<file path="config.mk">
export PLATFORM = sky130hd
export DESIGN_NAME = note_player_flat
export DESIGN_NICKNAME = d
export VERILOG_FILES = /design/src/rtl/music_pkg.sv /design/src/rtl/note_player_if.sv /design/src/rtl/note_divider.sv /design/src/rtl/note_player.sv /design/src/flat_wrapper.sv
export SDC_FILE = /design/constraint.sdc
export NUM_CORES = 1
export LEC_CHECK = 0
export BUFFER_PORTS_ARGS = -buffer_cell sky130_fd_sc_hd__buf_2
export CAP_MARGIN = 5
export CORE_MARGIN = 8
export CORE_UTILIZATION = 30
export DETAILED_ROUTE_END_ITERATION = 16
export PLACE_DENSITY = 0.42
export SYNTH_ARGS = -nofsm -noshare
export SYNTH_HDL_FRONTEND = slang
export SYNTH_SLANG_ARGS = --single-unit
</file>
<file path="constraint.sdc">
create_clock -name CLK -period 3.7 [get_ports CLK]
set_input_delay 0.555 -clock CLK [delete_from_list [all_inputs] [get_ports CLK]]
set_output_delay 0.555 -clock CLK [all_outputs]
set_load 0.03 [all_outputs]
</file>
<file path="src/rtl/music_pkg.sv">
// Shared note codes, player state encoding and the half-period table builder for note_player.
package music_pkg;

  localparam logic [3:0] NoteRest = 4'd0;
  localparam logic [3:0] NoteC4   = 4'd1;
  localparam logic [3:0] NoteCs4  = 4'd2;
  localparam logic [3:0] NoteD4   = 4'd3;
  localparam logic [3:0] NoteDs4  = 4'd4;
  localparam logic [3:0] NoteE4   = 4'd5;
  localparam logic [3:0] NoteF4   = 4'd6;
  localparam logic [3:0] NoteFs4  = 4'd7;
  localparam logic [3:0] NoteG4   = 4'd8;
  localparam logic [3:0] NoteGs4  = 4'd9;
  localparam logic [3:0] NoteA4   = 4'd10;
  localparam logic [3:0] NoteAs4  = 4'd11;
  localparam logic [3:0] NoteB4   = 4'd12;

  typedef enum logic {
    StIdle = 1'b0,
    StPlay = 1'b1
  } state_e;

  // Half-periods in cycles at a 100 MHz reference; zero marks a rest code.
  localparam int unsigned Hp100M [16] = '{
    0, 191110, 180388, 170265, 160704, 151685, 143170,
    135139, 127551, 120395, 113636, 107259, 101239, 0, 0, 0
  };

  typedef logic [15:0][31:0] hp_table_t;

  // Rescales the reference table to clk_hz with round-to-nearest; evaluated at elaboration.
  function automatic hp_table_t build_hp_table(input int unsigned clk_hz);
    hp_table_t       t;
    longint unsigned scaled;
    t = '0;
    for (int unsigned n = 0; n < 16; n++) begin
      scaled = (64'(Hp100M[n[3:0]]) * 64'(clk_hz) + 64'd50_000_000) / 64'd100_000_000;
      t[n[3:0]] = 32'(scaled);
    end
    return t;
  endfunction

endpackage

</file>
<file path="src/rtl/note_player_if.sv">
// Note request / playback handshake between the controller and note_player.
interface note_player_if;
  logic       START;
  logic [3:0] TONE;
  logic [3:0] DURATION;
  logic       P;
  logic       BUSY;
  logic       DONE;

  modport master (
    output START, TONE, DURATION,
    input  P, BUSY, DONE
  );

  modport slave (
    input  START, TONE, DURATION,
    output P, BUSY, DONE
  );
endinterface

</file>
<file path="src/rtl/note_divider.sv">
// Half-period counter and square-wave flop; counts only while playing a pitched note.
module note_divider
  import music_pkg::*;
#(
  parameter int unsigned CLK_HZ = 100_000_000,
  parameter int unsigned HP_W   = 18
) (
  input  logic       clk,
  input  logic       rst,
  input  logic       clr,
  input  logic       play,
  input  logic [3:0] tone,
  output logic       p
);

  localparam hp_table_t HpTable = build_hp_table(CLK_HZ);

  logic [HP_W-1:0] hp;
  logic [HP_W-1:0] cnt_q, cnt_d;
  logic            p_q, p_d;

  assign hp = HpTable[tone][HP_W-1:0];

  always_comb begin
    cnt_d = cnt_q;
    p_d   = p_q;
    if (clr) begin
      cnt_d = '0;
      p_d   = 1'b0;
    end else if (play && (hp != '0)) begin
      if (cnt_q == hp - HP_W'(1)) begin
        cnt_d = '0;
        p_d   = ~p_q;
      end else begin
        cnt_d = cnt_q + HP_W'(1);
      end
    end
  end

  always_ff @(posedge clk) begin
    if (rst) begin
      cnt_q <= '0;
      p_q   <= 1'b0;
    end else begin
      cnt_q <= cnt_d;
      p_q   <= p_d;
    end
  end

  assign p = p_q;

endmodule

</file>
<file path="src/rtl/note_player.sv">
// Timed note player: plays one latched note for DURATION units, then pulses DONE.
module note_player
  import music_pkg::*;
#(
  parameter int unsigned CLK_HZ      = 100_000_000,
  parameter int unsigned UNIT_CYCLES = 6_250_000,
  parameter int unsigned HP_W        = 18,
  parameter int unsigned UNIT_W      = 23
) (
  input  logic         CLK,
  input  logic         RST,
  note_player_if.slave bus
);

  state_e            state_q, state_d;
  logic [3:0]        tone_q, tone_d;
  logic [3:0]        rem_q, rem_d;
  logic [UNIT_W-1:0] unit_q, unit_d;
  logic              done_q, done_d;
  logic              note_end;
  logic              unit_wrap;

  assign unit_wrap = (unit_q == UNIT_W'(UNIT_CYCLES - 1));

  always_comb begin
    state_d  = state_q;
    tone_d   = tone_q;
    rem_d    = rem_q;
    unit_d   = unit_q;
    done_d   = 1'b0;
    note_end = 1'b0;
    unique case (state_q)
      StIdle: begin
        if (bus.START) begin
          if (bus.DURATION != 4'd0) begin
            tone_d  = bus.TONE;
            rem_d   = bus.DURATION;
            unit_d  = '0;
            state_d = StPlay;
          end else begin
            done_d = 1'b1;
          end
        end
      end
      StPlay: begin
        if (unit_wrap) begin
          unit_d = '0;
          if (rem_q == 4'd1) begin
            note_end = 1'b1;
            rem_d    = 4'd0;
            done_d   = 1'b1;
            state_d  = StIdle;
          end else begin
            rem_d = rem_q - 4'd1;
          end
        end else begin
          unit_d = unit_q + UNIT_W'(1);
        end
      end
      default: state_d = StIdle;
    endcase
  end

  always_ff @(posedge CLK) begin
    if (RST) begin
      state_q <= StIdle;
      tone_q  <= 4'd0;
      rem_q   <= 4'd0;
      unit_q  <= '0;
      done_q  <= 1'b0;
    end else begin
      state_q <= state_d;
      tone_q  <= tone_d;
      rem_q   <= rem_d;
      unit_q  <= unit_d;
      done_q  <= done_d;
    end
  end

  // Clearing on the final edge drops P together with BUSY.
  note_divider #(
    .CLK_HZ (CLK_HZ),
    .HP_W   (HP_W)
  ) u_divider (
    .clk  (CLK),
    .rst  (RST),
    .clr  ((state_q == StIdle) || note_end),
    .play (state_q == StPlay),
    .tone (tone_q),
    .p    (bus.P)
  );

  assign bus.BUSY = (state_q == StPlay);
  assign bus.DONE = done_q;

endmodule

</file>
<file path="src/flat_wrapper.sv">
// flat-port wrapper written by rule: the top's interface ports become plain ports
module note_player_flat import music_pkg::*;
#(
  parameter int unsigned CLK_HZ      = 100_000_000,
  parameter int unsigned UNIT_CYCLES = 6_250_000,
  parameter int unsigned HP_W        = 18,
  parameter int unsigned UNIT_W      = 23
)
  (CLK, RST, bus_START, bus_TONE, bus_DURATION, bus_P, bus_BUSY, bus_DONE);
  note_player_if bus_i ();
  input  logic CLK;
  input  logic RST;
  input wire logic [$bits(bus_i.START)-1:0] bus_START;
  input wire logic [$bits(bus_i.TONE)-1:0] bus_TONE;
  input wire logic [$bits(bus_i.DURATION)-1:0] bus_DURATION;
  output wire logic [$bits(bus_i.P)-1:0] bus_P;
  output wire logic [$bits(bus_i.BUSY)-1:0] bus_BUSY;
  output wire logic [$bits(bus_i.DONE)-1:0] bus_DONE;
  assign bus_i.START = bus_START;
  assign bus_i.TONE = bus_TONE;
  assign bus_i.DURATION = bus_DURATION;
  assign bus_P = bus_i.P;
  assign bus_BUSY = bus_i.BUSY;
  assign bus_DONE = bus_i.DONE;
  note_player #(.CLK_HZ(CLK_HZ), .UNIT_CYCLES(UNIT_CYCLES), .HP_W(HP_W), .UNIT_W(UNIT_W)) u_core (.CLK(CLK), .RST(RST), .bus(bus_i));
endmodule
</file>
==> reports/results.txt <==
status: finished clean
area share of and/or/nand/nor cells after synthesis: 0.279
CP max FO: 18
synth warn: 0
Iter 0 DRT Violations: 159
routed vias: 3491
WL final: 9.90 mm
share of layout cells above drive strength 1: 0.113
critical path endpoint category: register
top-count cell post-synth: dfxtp_1
fin cells: 688
upper clock frequency limit: 319 MHz
Die Area: 0.0175 sq mm
mux cell area share after synthesis: 0.0204
Reg clk slew, reported paths: 0.05 ns
DR pass1 iterations: 4
Clock Tree Buf Depth: 2
# fillers: 1387
I/O Buffers: 13
Root Driver: clkbuf_16
Die Y: 132 um
CP startpoint kind: register
CP arrival: 3.32 ns
Clock Skew: 0.00956 ns
Cell Chain, Critical Path: inv_1 -> ha_1 -> or4b_1 -> or4_1 -> o2bb2ai_1 -> a211oi_2 -> nand4_2 -> o21ai_4 -> nor2_1
clock latency at the later pin of the worst-skew pair: 0.33 ns
post-DR vias/cell: 5.07
Synth Register Bits: 70
GR Util All Layers: 0.116
Die W: 132 um
complex-gate fraction of the synthesized area: 0.186
VDD IR max: 0.000165 V
EDFF count, synth: 0
relative slew slack: 0.449
Post-Synth XOR/XNOR Area: 0.0835
# hold bufs at CTS: 0
ys async rst share: 0
Tightest Hold Check Type: reg2reg
Tmin final: 3.13 ns
synth cell count leaders: 70 x dfxtp_1, 57 x nor2_1, 42 x a21oi_1
CTS tree: yes
Worst Tran Pin Value: 0.821 ns
number of buffers created by CTS: 9
area fraction of the dominant cell type after synthesis: 0.347
initial antenna violation count: 0
number of global-route vias before repair: 3199
DRC: 0
wire per inst: 14.4 um
grt ovf: 0
largest family of logic cells by synthesized area: simple AND/OR/NAND/NOR gates
slowest CP cell: or4b_1
Maximum Capacitance Violations: 0
post-placement cell count: 672
Total Power Consumption: 1940 uW
top post-synthesis cells by area: dfxtp_1 35%, nor2_1 5.3%, a21oi_1 5.2%, ha_1 4.0%, xnor2_1 3.9%
setup TNS: 0 ns
final period utilization: 0.846
largest net degree at the start of global routing: 35
critical path type: reg2reg
Setup-failing EPs final: 0
setup repair after global routing missed its margin: no
critical path required time: 3.89 ns
Post-Syn Area: 0.00404 sq mm
average size of a mapped cell: 8.01 sq um
Max Slew Vio Count: 0
clk sinks: 70
Final ANT Viol Nets: 0
Crit path largest cell delay: 0.60 ns
first-pass GRT wire length: 16.6 mm
Detailed Place HPWL: 7.19 mm
IO Pins: 14
Synth area leader: dfxtp_1
Leakage: 0.00161 uW
Std-Cell Rows: 42
setup bufs post-CTS: 0
PostCTS Resize Cnt: 0
n_diodes: 0
area share of fa/ha/maj cells after synthesis: 0.0402
core box area: 0.0132 sq mm
final hold violations: 0
starting density of the core: 0.307
final RePlAce weighted congestion: 0.785
Power Dens Cells: 429 mW/mm^2
Syn Inst Count: 505
synthesis-to-finish area growth: 12.0%
unique cell type count in the Yosys netlist: 61
dominant synthesized flop cell: dfxtp_1
nets@finish: 531
sequential area share after synthesis: 0.347
CTS H-tree depth: 3
syn_nets: 529
cell type report:
cell class | instances | area [sq um] | area share
Multi-Input combinational cell | 389 | 2460 | 0.543
Sequential cell | 70 | 1400 | 0.309
Clock buffer | 12 | 246 | 0.0544
Tap cell | 176 | 220 | 0.0486
Timing Repair Buffer | 19 | 110 | 0.0243
Inverter | 18 | 67.6 | 0.0149
Clock inverter | 4 | 22.5 | 0.00497
cells by family (layout without fill, tap and decap cells):
| group | after synthesis | after routing |
|---|---|---|
| and+or+nand+nor | 215 | 215 |
| AOI/OAI and AO/OA | 117 | 117 |
| DFF | 70 | 70 |
| buffers and inverters | 46 | 53 |
| xor gates and xnor gates | 37 | 37 |
| adders and majority gates | 13 | 13 |
| muxes | 7 | 7 |
state kept, by name, indices dropped and copies added (netlist names):
register	flops
u_core.unit_q	23
u_core.rem_q	4
u_core.bus.DONE	1
u_core.bus.BUSY	1
u_core.u_divider.p	1
u_core.tone_q	4
u_core.u_divider.hp	18
u_core.u_divider.cnt_q	18
placed cells by master, fill, tap and decap left out, types with 5 or more instances in the layout:
cell / netlist / final
dfxtp_1: 70 / 70
nor2_1: 57 / 57
a21oi_1: 42 / 42
nand2_1: 36 / 36
o21ai_0: 27 / 27
nand3_1: 22 / 22
inv_1: 18 / 18
xnor2_1: 18 / 18
xor2_1: 18 / 18
nor4_1: 15 / 15
ha_1: 13 / 13
buf_2: 1 / 13
nor3_1: 10 / 10
nor2_2: 10 / 10
and3_1: 9 / 9
clkbuf_16: 0 / 9
or4_1: 7 / 7
a311oi_1: 7 / 7
mux2i_1: 6 / 6
nand2b_1: 6 / 6
or3_1: 6 / 6
nand4_1: 6 / 6
a31oi_1: 6 / 6
buf_4: 0 / 6
a211oi_1: 5 / 5
nor3b_1: 5 / 5
per-layer routing:
metal | GRT usage | wire [um] | up-vias | share of wire
met2 | 0.168 | 4120 | 36 | 0.42
li1 | - | - | 1822 | -
met4 | 0.0536 | 119 | 0 | 0.012
met1 | 0.162 | 5460 | 1626 | 0.55
met3 | 0.0194 | 198 | 7 | 0.020
met5 | 0 | 0 | - | 0
metrics by stage:
stage	instance area (sq um)	util	hold slack [ns]	setup slack [ns]
after floorplan	4040	-	0.441	0.948
after CTS	4530	0.343	0.482	0.565
final	4530	0.343	0.480	0.569
after global placement	4260	0.323	0.463	0.670
after detailed placement	4260	0.323	0.475	0.586
after global routing	4530	0.343	0.510	0.354
power by group:
part	switching [uW]	leakage, uW	internal, uW
logic	193	0.000907	133
clock network	311	0.000132	468
registers	47.1	0.000570	791
worst paths after layout:
path,startpoint,to,slack (ns),cells after the start
hold reg to reg,u_core.unit_q[14],u_core.unit_q[14],0.48,1
hold / removal,u_core.unit_q[14],u_core.unit_q[14],0.48,1
setup reg to reg,u_core.u_divider.hp[0],u_core.u_divider.cnt_q[3],0.57,9
setup / recovery,u_core.u_divider.hp[0],u_core.u_divider.cnt_q[3],0.57,9
critical path: cells and delay by family (launching register included):
| family | cells | cell delay (ns) |
|---|---|---|
| AND/OR/NAND/NOR | 4 | 1.45 |
| flip-flops | 1 | 0.34 |
| buffers and inverters | 1 | 0.06 |
| AO/OA/AOI/OAI | 3 | 0.89 |
| adder cells (fa/ha/maj) | 1 | 0.23 |
(Power assumes the default switching activity.)
